## config.mk

```make
export PLATFORM = sky130hd
export DESIGN_NAME = board_cursor_ctrl
export DESIGN_NICKNAME = d
export VERILOG_FILES = /design/src/rtl/board_cursor_ctrl.sv
export SDC_FILE = /design/constraint.sdc
export NUM_CORES = 1
export LEC_CHECK = 0
export BUFFER_PORTS_ARGS = -buffer_cell sky130_fd_sc_hd__buf_2
export CAP_MARGIN = 40
export CORE_ASPECT_RATIO = 1.5
export CORE_MARGIN = 2
export CORE_UTILIZATION = 60
export DETAILED_ROUTE_END_ITERATION = 16
export PLACE_DENSITY = 0.9
export SLEW_MARGIN = 20
export SYNTH_ARGS = -nofsm -noshare
export SYNTH_HDL_FRONTEND = slang
export SYNTH_SLANG_ARGS = --single-unit
export TNS_END_PERCENT = 30
```

## constraint.sdc

```tcl
create_clock -name clk -period 4.79 [get_ports clk]
set_input_delay 0 -clock clk [delete_from_list [all_inputs] [get_ports clk]]
set_output_delay 0 -clock clk [all_outputs]
set_load 0.005 [all_outputs]
```

## src/rtl/board_cursor_ctrl.sv

```systemverilog
// Battleship input stage: conditions the move/place buttons, keeps a wrapping board cursor
// and records ship placement for the game FSM.
module board_cursor_ctrl #(
    parameter int BOARD_N   = 5,
    parameter int DB_CYCLES = 250000,
    parameter int MAX_SHIPS = 5
) (
    input  logic                         clk,
    input  logic                         rst,
    input  logic                         enable,
    input  logic                         move_up,
    input  logic                         move_down,
    input  logic                         move_left,
    input  logic                         move_right,
    input  logic                         player_place_ship,
    input  logic [2:0]                   amount_of_ships,
    output logic [2:0]                   i_actual,
    output logic [2:0]                   j_actual,
    output logic [BOARD_N*BOARD_N-1:0]   ship_map,
    output logic [2:0]                   ships_placed,
    output logic                         place_ok,
    output logic                         place_err,
    output logic                         finished_placing
);
    localparam int               CELLS    = BOARD_N * BOARD_N;
    localparam int               NBTN     = 5;
    localparam int               CNT_W    = $clog2(DB_CYCLES);
    localparam logic [CNT_W-1:0] CNT_LAST = CNT_W'(DB_CYCLES - 1);
    localparam logic [2:0]       LAST     = 3'(BOARD_N - 1);

    typedef enum logic [1:0] {IDLE, PLACING, DONE} state_t;

    // Button order: 0 up, 1 down, 2 left, 3 right, 4 place.
    logic [NBTN-1:0] raw;
    logic [NBTN-1:0] sync1;
    logic [NBTN-1:0] sync2;
    logic [NBTN-1:0] db;
    logic [NBTN-1:0] db_prev;
    logic [NBTN-1:0] press;

    assign raw = {player_place_ship, move_right, move_left, move_down, move_up};

    // NOTE: sequential state uses <= so every flop samples the pre-edge values of the others.
    always_ff @(posedge clk) begin
        if (!rst) begin
            sync1   <= '0;
            sync2   <= '0;
            db_prev <= '0;
        end else begin
            sync1   <= raw;
            sync2   <= sync1;
            db_prev <= db;
        end
    end

    // The level only follows the synchronized input after DB_CYCLES unbroken cycles of disagreement.
    for (genvar b = 0; b < NBTN; b++) begin : g_btn
        logic [CNT_W-1:0] cnt;
        logic             level;

        always_ff @(posedge clk) begin
            if (!rst) begin
                cnt   <= '0;
                level <= 1'b0;
            end else if (sync2[b] == level) begin
                cnt <= '0;
            end else if (cnt == CNT_LAST) begin
                cnt   <= '0;
                level <= sync2[b];
            end else begin
                cnt <= cnt + CNT_W'(1);
            end
        end

        assign db[b] = level;
    end

    assign press = db & ~db_prev;

    logic go_up, go_down, go_left, go_right, place_pulse;

    assign go_up       = press[0] & ~press[1];
    assign go_down     = press[1] & ~press[0];
    assign go_left     = press[2] & ~press[3];
    assign go_right    = press[3] & ~press[2];
    assign place_pulse = press[4];

    // The cursor is live in every state; it is reused for aiming shots.
    always_ff @(posedge clk) begin
        if (!rst) begin
            i_actual <= '0;
            j_actual <= '0;
        end else begin
            if (go_up)
                i_actual <= (i_actual == 3'd0) ? LAST : i_actual - 3'd1;
            else if (go_down)
                i_actual <= (i_actual == LAST) ? 3'd0 : i_actual + 3'd1;

            if (go_left)
                j_actual <= (j_actual == 3'd0) ? LAST : j_actual - 3'd1;
            else if (go_right)
                j_actual <= (j_actual == LAST) ? 3'd0 : j_actual + 3'd1;
        end
    end

    state_t           state, state_next;
    logic [2:0]       target, target_next, clamped;
    logic [CELLS-1:0] map_next, cell_mask;
    logic [2:0]       count_next;
    logic             ok_next, err_next, occupied;

    assign clamped   = (int'(amount_of_ships) > MAX_SHIPS) ? 3'(MAX_SHIPS) : amount_of_ships;
    assign cell_mask = CELLS'(1) << (int'(i_actual) * BOARD_N + int'(j_actual));
    assign occupied  = |(ship_map & cell_mask);

    always_ff @(posedge clk) begin
        if (!rst) state <= IDLE;
        else      state <= state_next;
    end

    // NOTE: every signal written here gets a default first, so no path can infer a latch.
    always_comb begin
        state_next = state;
        if (!enable) begin
            state_next = IDLE;
        end else begin
            case (state)
                IDLE:    state_next = PLACING;
                PLACING: if (ships_placed == target) state_next = DONE;
                default: state_next = state;
            endcase
        end
    end

    // The place pulse looks at the pre-move cursor, since the cursor registers update on the same edge.
    always_comb begin
        map_next    = ship_map;
        count_next  = ships_placed;
        target_next = target;
        ok_next     = 1'b0;
        err_next    = 1'b0;

        if (place_pulse) begin
            if (state == PLACING && ships_placed != target && !occupied) begin
                map_next   = ship_map | cell_mask;
                count_next = ships_placed + 3'd1;
                ok_next    = 1'b1;
            end else begin
                err_next = 1'b1;
            end
        end

        if (state == IDLE && enable) begin
            map_next    = '0;
            count_next  = '0;
            target_next = clamped;
        end
    end

    always_ff @(posedge clk) begin
        if (!rst) begin
            ship_map     <= '0;
            ships_placed <= '0;
            target       <= '0;
            place_ok     <= 1'b0;
            place_err    <= 1'b0;
        end else begin
            ship_map     <= map_next;
            ships_placed <= count_next;
            target       <= target_next;
            place_ok     <= ok_next;
            place_err    <= err_next;
        end
    end

    assign finished_placing = (state == DONE);

endmodule
```

* Word-level counts from Yosys, hierarchy flattened
Cells that the tools add are included.
** Cells by class
- $mul :: 1
- Shift-type cells :: 1
- Equal/unequal tests :: 17
- Reduce and logical (&&, ||, !) cells :: 26
- Divide/modulo/power cells :: 0
- Mux-type cells :: 13
- Bitwise operators :: 18
- Order comparisons :: 1
- $add $sub $neg :: 11
** Operators with widths (number)
- adder 18 x 1 -> 18 bit, second input constant :: 5
- equality test 18 bit, second input constant :: 5
- two-way mux 3 bit :: 9
- AND 25 bit :: 1
- bitwise OR 25 bit :: 1
- OR reduction 25 bit :: 1
- left shift 1 x 7 -> 25 bit, first input constant :: 1
- AND reduction 2 bit :: 9
- OR reduction 3 bit :: 5
- inverter 1 bit :: 10
- adder 3 x 1 -> 3 bit, second input constant :: 3
- adder 6 x 3 -> 7 bit :: 1
- equality test 3 bit, second input constant :: 2
- zero test 3 bit :: 2
- multiplier 3 x 3 -> 6 bit, second input constant :: 1
- nonzero test 2 bit :: 3
- subtractor 3 x 1 -> 3 bit, second input constant :: 2
- AND 5 bit :: 1
- equality test 1 bit :: 5
- inverter 5 bit :: 1
- AND 1 bit :: 4
- case mux 2 bit (2 select lines) :: 1
- equality test 3 bit :: 1
- > comparator 3 bit, second input constant :: 1
- 10 further kinds :: 13
** Word-level totals
- Bits in latches :: 0
- Bits in writable memories :: 0
- ROM bits :: 0
- Logic and storage cells :: 109
- Output and inout bits :: 37
- Register bits :: 151
- Memories :: 0
- Input bits :: 11

* Longest topological paths before layout
Gate-level depths: netlist (run 1).
- Word-level depth :: 8
- Mapped depth :: 15
- Depth with buffers taken out :: 11

* Worst setup path after synthesis (run 1)
Ideal clock, no wire load.
- Path kind :: flip-flop to flip-flop
- Start :: reg i_actual[0]
- End :: reg ship_map[10]
- Slack :: 1.436 ns
- Setup time :: 0.117 ns
- Stages on the path, launching flop included :: 16
- Path buffers :: 4
- Required time :: 4.673 ns
- Period minus slack after synthesis :: 3.354 ns
- Arrival :: 3.237 ns
- Path through :: dfxtp_1 -> ha_1 -> ha_1 -> inv_1 -> fa_1 -> clkbuf_1 -> buf_2 -> mux2i_1 -> o32ai_1 -> o21ai_0 -> a21oi_1 -> a21oi_2 -> and4_1 -> buf_6 -> buf_8 -> a32o_1
** Between the ends
- Longest elaborated chain between the ends :: 8
- Elaborated cells on any way between the ends :: 9
- Those cells by class :: add/sub: 1; mul: 1; shift: 1; bitwise: 2; reduce/logical: 4
** RTL lines
- start: declaration :: line 17 : output logic [2:0] i_actual,
- start signal: assignment :: line 95 : i_actual <= (i_actual == 3'd0) ? LAST : i_actual - 3'd1;
- start signal: assignment :: line 97 : i_actual <= (i_actual == LAST) ? 3'd0 : i_actual + 3'd1;
- multiplier 3 x 3 -> 6 bit * :: line 113 : assign cell_mask = CELLS'(1) << (int'(i_actual) * BOARD_N + int'(j_actual));
- adder 6 x 3 -> 7 bit * :: line 113
- left shift 1 x 7 -> 25 bit * :: line 113
- AND 25 bit :: line 114 : assign occupied = |(ship_map & cell_mask);
- OR reduction 25 bit :: line 114
- zero test 1 bit :: line 144 : if (state == PLACING && ships_placed != target && !occupied) begin
- logical AND 1 bit :: line 144
- AND reduction 2 bit (no source line)
- end signal: assignment :: line 168 : ship_map <= map_next;
- end: declaration :: line 19 : output logic [BOARD_N*BOARD_N-1:0] ship_map,
Every way passes the cells marked *; elsewhere a longest branch is shown, timed or not.
A chain may end at the register's enable or synchronous reset.

* Worst setup path after layout (run 1)
- Start :: reg i_actual[2]
- End :: reg ships_placed[1]
** Between the ends
- Longest elaborated chain between the ends :: 8
** RTL lines
- multiplier 3 x 3 -> 6 bit :: line 113
- adder 6 x 3 -> 7 bit :: line 113
- left shift 1 x 7 -> 25 bit :: line 113
- AND 25 bit :: line 114
- OR reduction 25 bit :: line 114
- zero test 1 bit :: line 144
- logical AND 1 bit :: line 144
- AND reduction 2 bit (no source line)
- end signal: assignment :: line 169 : ships_placed <= count_next;
- end: declaration :: line 20 : output logic [2:0] ships_placed,
No other way between the ends.

==> results of run 1 <==
registers in the layout (all words and copies together) (netlist names):
name	count
i_actual	3
place_ok	1
state	2
target	3
ships_placed	3
sync1	5
sync2	5
g_btn.cnt	90
ship_map	25
db_prev	5
j_actual	3
g_btn.level	5
place_err	1
stage by stage:
stage                     power [mW]  cells  util, %  instance area [µm²]  hold WS, ns
after floorplan                1.326    759        -                 6845       0.1273
after global placement         1.338    931    64.87                 7172       0.2104
after global routing           2.790    975    71.65                 7921      0.04864
after detailed placement       1.340    932    64.97                 7183       0.2104
after CTS                      2.733    975    71.65                 7921      0.01650
final                          2.715    975    71.65                 7921      0.01881
tightest hold or removal path, delay by kind of cell:
| kind | cells | cell delay (ns) |
|---|---|---|
| simple gates | 1 | 0.11 |
| buf+inv | 1 | 0.21 |
| compound gates | 1 | 0.06 |
final cells by class:
class	instances	area [µm²]	share of cell area, %
tap	147	183.9	2.322
sequential	151	3023	38.16
clock buffer	18	429.2	5.418
timing repair buffer	64	394.1	4.976
inverter	28	105.1	1.327
multi-input combinational	553	3587	45.29
clock inverter	14	198.9	2.511
logic make-up after synthesis:
family / count (synthesis) / share of synthesized area, %
flip-flops: 151 / 44.16
buffers and inverters: 55 / 3.473
XOR/XNOR: 81 / 10.58
adder cells (fa/ha/maj): 26 / 4.862
AND/OR/NAND/NOR: 345 / 24.93
AO/OA/AOI/OAI: 84 / 9.468
multiplexers: 17 / 2.522
power by group through the flow:
stage	Clock, mW	Combinational (mW)	Sequential (mW)
floorplan	0	0.0307	1.29
global route	1.46	0.0576	1.27
detailed placement	0	0.0438	1.30
CTS	1.41	0.0512	1.27
finish	1.40	0.0513	1.27
global placement	0	0.0427	1.30
worst max-delay path by stage:
stage                startpoint               to  slack (ns)  cells past startpoint
floorplan           i_actual[0]     ship_map[10]        1.44                     15
global placement    i_actual[2]  ships_placed[1]        1.23                     12
detailed placement  i_actual[2]  ships_placed[1]        1.12                     11
CTS                 i_actual[2]  ships_placed[1]        1.06                     11
global route        i_actual[2]  ships_placed[0]        0.81                     12
finish              i_actual[2]  ships_placed[1]        1.02                     11
cells in the final DEF, fill, tap and decap left out, drive strengths merged, types with 23 or more instances in the layout:
cell / count
buf: 53
ha: 25
xnor2: 38
nor3: 23
nand3: 41
nor2: 119
dfxtp: 151
nand2: 50
inv: 30
xor2: 43
what timing repair did:
item,4_1_cts,5_1_grt
hold buffers,11,0
resized for setup,0,0
hold endpoints to repair,10,0
endpoints found under the setup margin,0,0
setup buffers,0,0
layer usage:
metal  vias up  routed length, µm  GRT usage (%)
met5         -                  0              0
met4         0                318          10.69
met3        27                587          4.520
met2       142               7239          42.02
met1      2642               5718          26.99
li1       2746                  -              -
==> reports/results.md, run 1 <==
• primary flip-flop cell chosen by synthesis mapping: dfxtp_1
• CP Class: reg2reg
• worst setup slack before clock tree synthesis: 1.115 ns
• gate count after technology mapping: 759
• signed area change from the synthesized netlist to the final layout: 15.72%
• Layout Nets: 852
• Root Buffer Master: clkbuf_16
• largest area contributor in the synthesized netlist: dfxtp_1
• number of buffers on the longest clock path: 2
• count of distinct cell types in the synthesized netlist: 57
• Die Outline Area: 12300 µm²
• Post-synth EDFFs: 0
• worst r2r src: i_actual[2]
• Top delay family on crit path: adder cells
• die extent in x: 91.21 µm
• Setup TNS: 0 ns
• initial antenna violation count: 0
• Syn Area/Cell: 9.019 µm²
• switching pwr: 0.5553 mW
• residual antenna-violating net count after detailed routing: 0
• post-synthesis sequential element count: 151
• CTS tree: built
• Max VDD drop: 300.9 µV
• initial core utilization: 61.92%
• internal portion of total power: 2.160 mW
• list of cells traversed by the critical path: ha_1 -> ha_1 -> inv_1 -> fa_1 -> mux2i_1 -> o32ai_1 -> a2111o_1 -> a21oi_2 -> and4_1 -> buf_4 -> mux2i_1
• pin count of the biggest net entering global routing: 34
• HPWL Detailed: 9315 µm
• share of post-route cells with drive strength above 1: 11.71%
• min-delay worst type: in2reg
• largest fanout on the critical path: 17
• setup slack after layout: 1.017 ns
• async set or reset register ratio after synthesis: 0%
• cell types occupying the most area after synthesis: dfxtp_1 (44%), nor2_1 (6.5%), xor2_1 (5.4%)
• maximum operating frequency: 0.2650 GHz
• share of power burned in the clock network: 51.4%
• worst skew pair latency: 0.42 ns
• startpoint of the tightest hold check path: rst
• share of total power consumed by net switching: 20.45%
• destination of the worst hold path: place_err
• final setup violation count: 0
• Bufs and invs on worst path: 2
• first-iteration detailed-routing DRC count: 314
• router iterations before antenna repair: 5
• combinational group share of total power: 1.9%
• final weighted congestion of routability-driven global placement: 0.9453
• final critical delay including setup and external delays: 3.773 ns
• Slowest-stage cell, CP: fa_1
• Synth top area share: 44.16%
• power density cells: 342.8 nW/µm²
• number of cells on the worst reg-to-reg path: 11
• cell count of the worst hold path: 3
• top-count cell post-synth: dfxtp_1
• clock buffer count from CTS: 17
• data required time of the critical path: 5.13 ns
• number of DRC violations after detailed routing: 0
• Leakage Power: 2.938 nW
• Syn. warnings: 0
• height of the die: 134.8 µm
• diodes inserted: 0
• capture instance of the worst register-to-register path: ships_placed[1]
• fin. max-slew vios: 0
• unrepaired setup endpoints after global routing: false
• average wire per standard cell: 14.22 µm
• type of origin of the critical path: flip-flop
• Worst-path clk slew: 0.06 ns
• critical path capture point type: flip-flop
• Maximum Capacitance Violations: 0
• setup slack of the worst register-to-register path: 1.02 ns
• share of power burned in registers: 46.7%
• global-route wire length before repair: 23780 µm
• number of placement rows: 47
• Final Cycle Share: 78.78%
• delay of the slowest cell on the worst path: 0.96 ns
• number of nets in the synthesized netlist: 796
• list of most frequent post-synthesis cells: dfxtp_1 (151), nor2_1 (119), nand2_1 (50)
• gr usage total: 23.48%
• number of global-route vias before repair: 5317
• Rel. slew slack: 54.68%
• hold violation total from the final report: 0
• global-route congestion overflow total: 0
• status: complete, no violations
• share of the yosys chip area belonging to registers: 44.16%
• routed wire length: 13860 µm
• number of buffers inserted by port buffering: 47
• Post-Synthesis Cell Area: 6845 µm²
• data arrival at the endpoint of the critical path: 4.11 ns
• Worst Tran Pin Value: 0.6780 ns
• Std-Cell Core Area: 11060 µm²
• setup clock skew after layout: 0.01005 ns
• Max H-tree Level: 4
• mean number of vias per cell: 5.699
• fillcell total: 813
• total number of vias: 5557
• I/O pin count: 48
• # clock sinks: 151
(Power assumes the default switching activity.)
==> run 2, diff against run 1 <==
Settings changed: ABC_AREA from default to 1.
Clock period 4.79 ns to 3.6 ns, I/O delays scaled along.
==> run 2 against run 1 <==
Maximum frequency rose by 12%. Sequential power rose by 33%. Setup slack got worse by 0.78 ns. Synthesized cell count rose by 30%. Routed wire length rose by 13%. Cell count rose by 25%. Critical path depth rose by 2. Design area rose by 5.0%. Clock power rose by 21%. Die area rose by 6.0%. Highest routed layer unchanged.
==> reports/results.md, run 2 <==
• status: complete, no violations
• Rel. slew slack: 49.84%, -4.8 points
• Largest register FFs: 90, unchanged
• share of post-route cells with drive strength above 1: 10.54%, -1.2 points
• Final Cycle Share: 93.31%, +15 points
• type of origin of the critical path: flip-flop
• share of total power consumed by net switching: 20.57%, +0.11 points
• HPWL Detailed: 11000 µm, +18%
• count of distinct cell types in the synthesized netlist: 42, -26%
• Placed Instances: 1174, +26%
• first-iteration detailed-routing DRC count: 472, +50%
• number of buffers inserted by port buffering: 47, unchanged
• registers with the most flip-flops: g_btn.cnt (90), ship_map (25)
• setup clock skew after layout: 0.006044 ns, -0.004002 ns
• final weighted congestion of routability-driven global placement: 0.8815, -6.7%
• share of the yosys chip area belonging to registers: 41.59%, -2.6 points
• clock buffer count from CTS: 17, unchanged
• average wire per standard cell: 12.93 µm, -9.1%
• list of most frequent post-synthesis cells: inv_1 (155), dfxtp_1 (151), nand2_1 (141)
• switching pwr: 0.7126 mW, +28%
• number of DRC violations after detailed routing: 0, unchanged
• Worst Tran Pin Value: 0.7501 ns, +0.07218 ns
• Max H-tree Level: 4, unchanged
• critical path capture point type: flip-flop
• capturing element of the worst setup path: place_err
• Layout Nets: 1090, +28%
• gate count after technology mapping: 990, +30%
• total area of sequential cells: 3023 µm², unchanged
• die extent in x: 93.87 µm, +2.9%
• number of buffers on the longest clock path: 2, unchanged
• total number of vias: 6640, +19%
• async set or reset register ratio after synthesis: 0%, unchanged
• global-route wire length before repair: 26990 µm, +13%
• worst skew pair latency: 0.42 ns, about the same
• signed area change from the synthesized netlist to the final layout: 14.44%
• global-route congestion overflow total: 0, unchanged
• router iterations before antenna repair: 5, unchanged
• I/O pin count: 48, unchanged
• Die Outline Area: 13030 µm², +6.0%
• top-count cell post-synth: inv_1
• number of global-route vias before repair: 6437, +21%
• Leakage Power: 3.291 nW, +12%
• hold violation total from the final report: 0, unchanged
• data arrival at the endpoint of the critical path: 3.64 ns, -0.47 ns
• diodes inserted: 0, unchanged
• setup slack of the worst register-to-register path: 0.24 ns, -0.78 ns
• gr usage total: 24.88%, +1.4 points
• combinational group share of total power: 2.2%, +0.3 points
• pin count of the biggest net entering global routing: 30, -12%
• routed wire length: 15720 µm, +13%
• Std-Cell Core Area: 11890 µm², +7.6%
• primary flip-flop cell chosen by synthesis mapping: dfxtp_1
• # clock sinks: 151, unchanged
• initial antenna violation count: 0, unchanged
• internal portion of total power: 2.752 mW, +27%
• share of power burned in the clock network: 49.1%, -2.3 points
• fin. max-slew vios: 0, unchanged
• mean number of vias per cell: 5.461, -4.2%
• fillcell total: 976, +20%
• startpoint of the worst setup timing path: i_actual[2]
• CTS tree: built
• Syn Area/Cell: 7.342 µm², -19%
• CP Class: reg2reg
• initial core utilization: 61.11%, -0.81 points
• Max VDD drop: 310.9 µV, +3.3%
• cell types occupying the most area after synthesis: dfxtp_1 (42%), inv_1 (8.0%), nand2_1 (7.3%)
• final setup violation count: 0, unchanged
• Worst-path clk slew: 0.06 ns, about the same
• largest fanout on the critical path: 7, -10
• most common cell after layout, fill and taps aside: inv_1
• power consumption: 3.465 mW, +28%
• capture instance of the worst register-to-register path: place_err
• residual antenna-violating net count after detailed routing: 0, unchanged
• data required time of the critical path: 3.88 ns, -1.25 ns
• Syn. warnings: 0, unchanged
• number of placement rows: 49, +4.3%
• number of cells on the worst reg-to-reg path: 13, +2
• worst r2r src: i_actual[2]
• commonest cells after routing, fill and taps aside: inv_1 (155), dfxtp_1 (151), nand2_1 (141), nor2_1 (135), a21oi_1 (85)
• Post-synth EDFFs: 0, unchanged
• largest area contributor in the synthesized netlist: dfxtp_1
• register with the most flip-flops: g_btn.cnt
• share of power burned in registers: 48.7%, +2.0 points
• Synth top area share: 41.59%, -2.6 points
• Root Buffer Master: clkbuf_16
• maximum operating frequency: 0.2977 GHz, +12%
• number of nets in the synthesized netlist: 1027, +29%
• power density cells: 416.6 nW/µm², +22%
• Maximum Capacitance Violations: 0, unchanged
• final critical delay including setup and external delays: 3.359 ns, -0.4143 ns
• Post-Synthesis Cell Area: 7268 µm², +6.2%
• height of the die: 138.8 µm, +3.0%
• min-delay worst type: in2reg
• post-synthesis sequential element count: 151, unchanged
• Final Non-Filler Cells: 1216, +25%
• area of combinational cells with multiple inputs: 3502 µm², -2.4%
==> run 2: cell count changes in the layout (fill, tap and decap cells not counted), sizes merged, moves of 21 or more <==
cell and change:
inv +127, nand2 +95, xor2 -27, and2 -21
xnor2 -29, nand3 +26, nand4 +30, a21oi +64
==> run 2: cell families (layout without fill, tap and decap cells) <==
logic type,after synthesis,in the layout,synth area share [%]
flops,151,151,41.59
xor+xnor,25,25,3.013
simple gates,470,470,30.01
mux,1,1,0.1377
fa+ha+maj,26,26,4.579
buf+inv,182,255,10.29
compound gates,135,135,10.38
==> run 2: layout make-up <==
cell class,count,share of cell area [%]
inverter,157,7.085
clock inverter,8,1.218
tap,153,2.301
multi-input combinational,657,42.10
timing repair buffer,69,5.415
clock buffer,21,5.536
sequential,151,36.34
==> run 2: power by group through the flow <==
| stage | clock, mW | sequential (mW) | combinational, mW |
|---|---|---|---|
| 6_report | 1.70 | 1.69 | 0.0746 |
| 5_1_grt | 1.80 | 1.69 | 0.0835 |
| 4_1_cts | 1.72 | 1.69 | 0.0737 |
| 3_5_place_dp | 0 | 1.72 | 0.0650 |
| 3_3_place_gp | 0 | 1.72 | 0.0642 |
| 2_1_floorplan | 0 | 1.72 | 0.0472 |
==> run 2: worst max-delay path: stages (launching register included) <==
cell and delay, ns:
dfxtp_1 0.42, ha_1 0.27, ha_1 0.30, inv_1 0.06, fa_1 0.64, inv_1 0.11, nor2_1 0.16, nand2_1 0.07
nor2_1 0.25, nand3_1 0.16, nand4_2 0.18, nor2_4 0.08, buf_4 0.14, a211oi_1 0.38
==> run 2: routing by layer <==
metal	GRT usage [%]	routed length, µm	up-vias
met3	4.837	538	61
met1	26.09	6281	3051
met4	12.20	651	0
li1	-	-	3373
met5	0	0	-
met2	46.05	8246	155
==> run 2: worst min path at each step <==
stage	cells past startpoint	start	slack [ns]	to
3_5_place_dp	3	move_down	0.18	sync1[1]
5_1_grt	3	rst	0.05	sync1[2]
2_1_floorplan	2	move_up	0.1	sync1[0]
4_1_cts	3	rst	0.02	sync1[1]
3_3_place_gp	3	move_down	0.19	sync1[1]
6_report	3	rst	0.04	sync1[1]
==> run 2: stage by stage <==
step	instance area, µm²	util, %	TNS [ns]	hold slack, ns	setup slack, ns
floorplan	7268	-	0	0.09763	0.8001
global placement	7616	64.03	0	0.1875	0.3561
detailed placement	7616	64.03	0	0.1845	0.2519
CTS	8278	69.60	0	0.02432	0.2265
global route	8318	69.93	-0.002740	0.04807	-0.002740
finish	8318	69.93	0	0.04292	0.2409
==> run 2: timing repair <==
| item | 4_1_cts | 5_1_grt |
|---|---|---|
| endpoints found under the setup margin | 0 | 27 |
| resized for setup | 0 | 1 |
| buffers inserted | 0 | 3 |
| endpoints found under the hold margin | 10 | 0 |
| hold buffers | 10 | 0 |
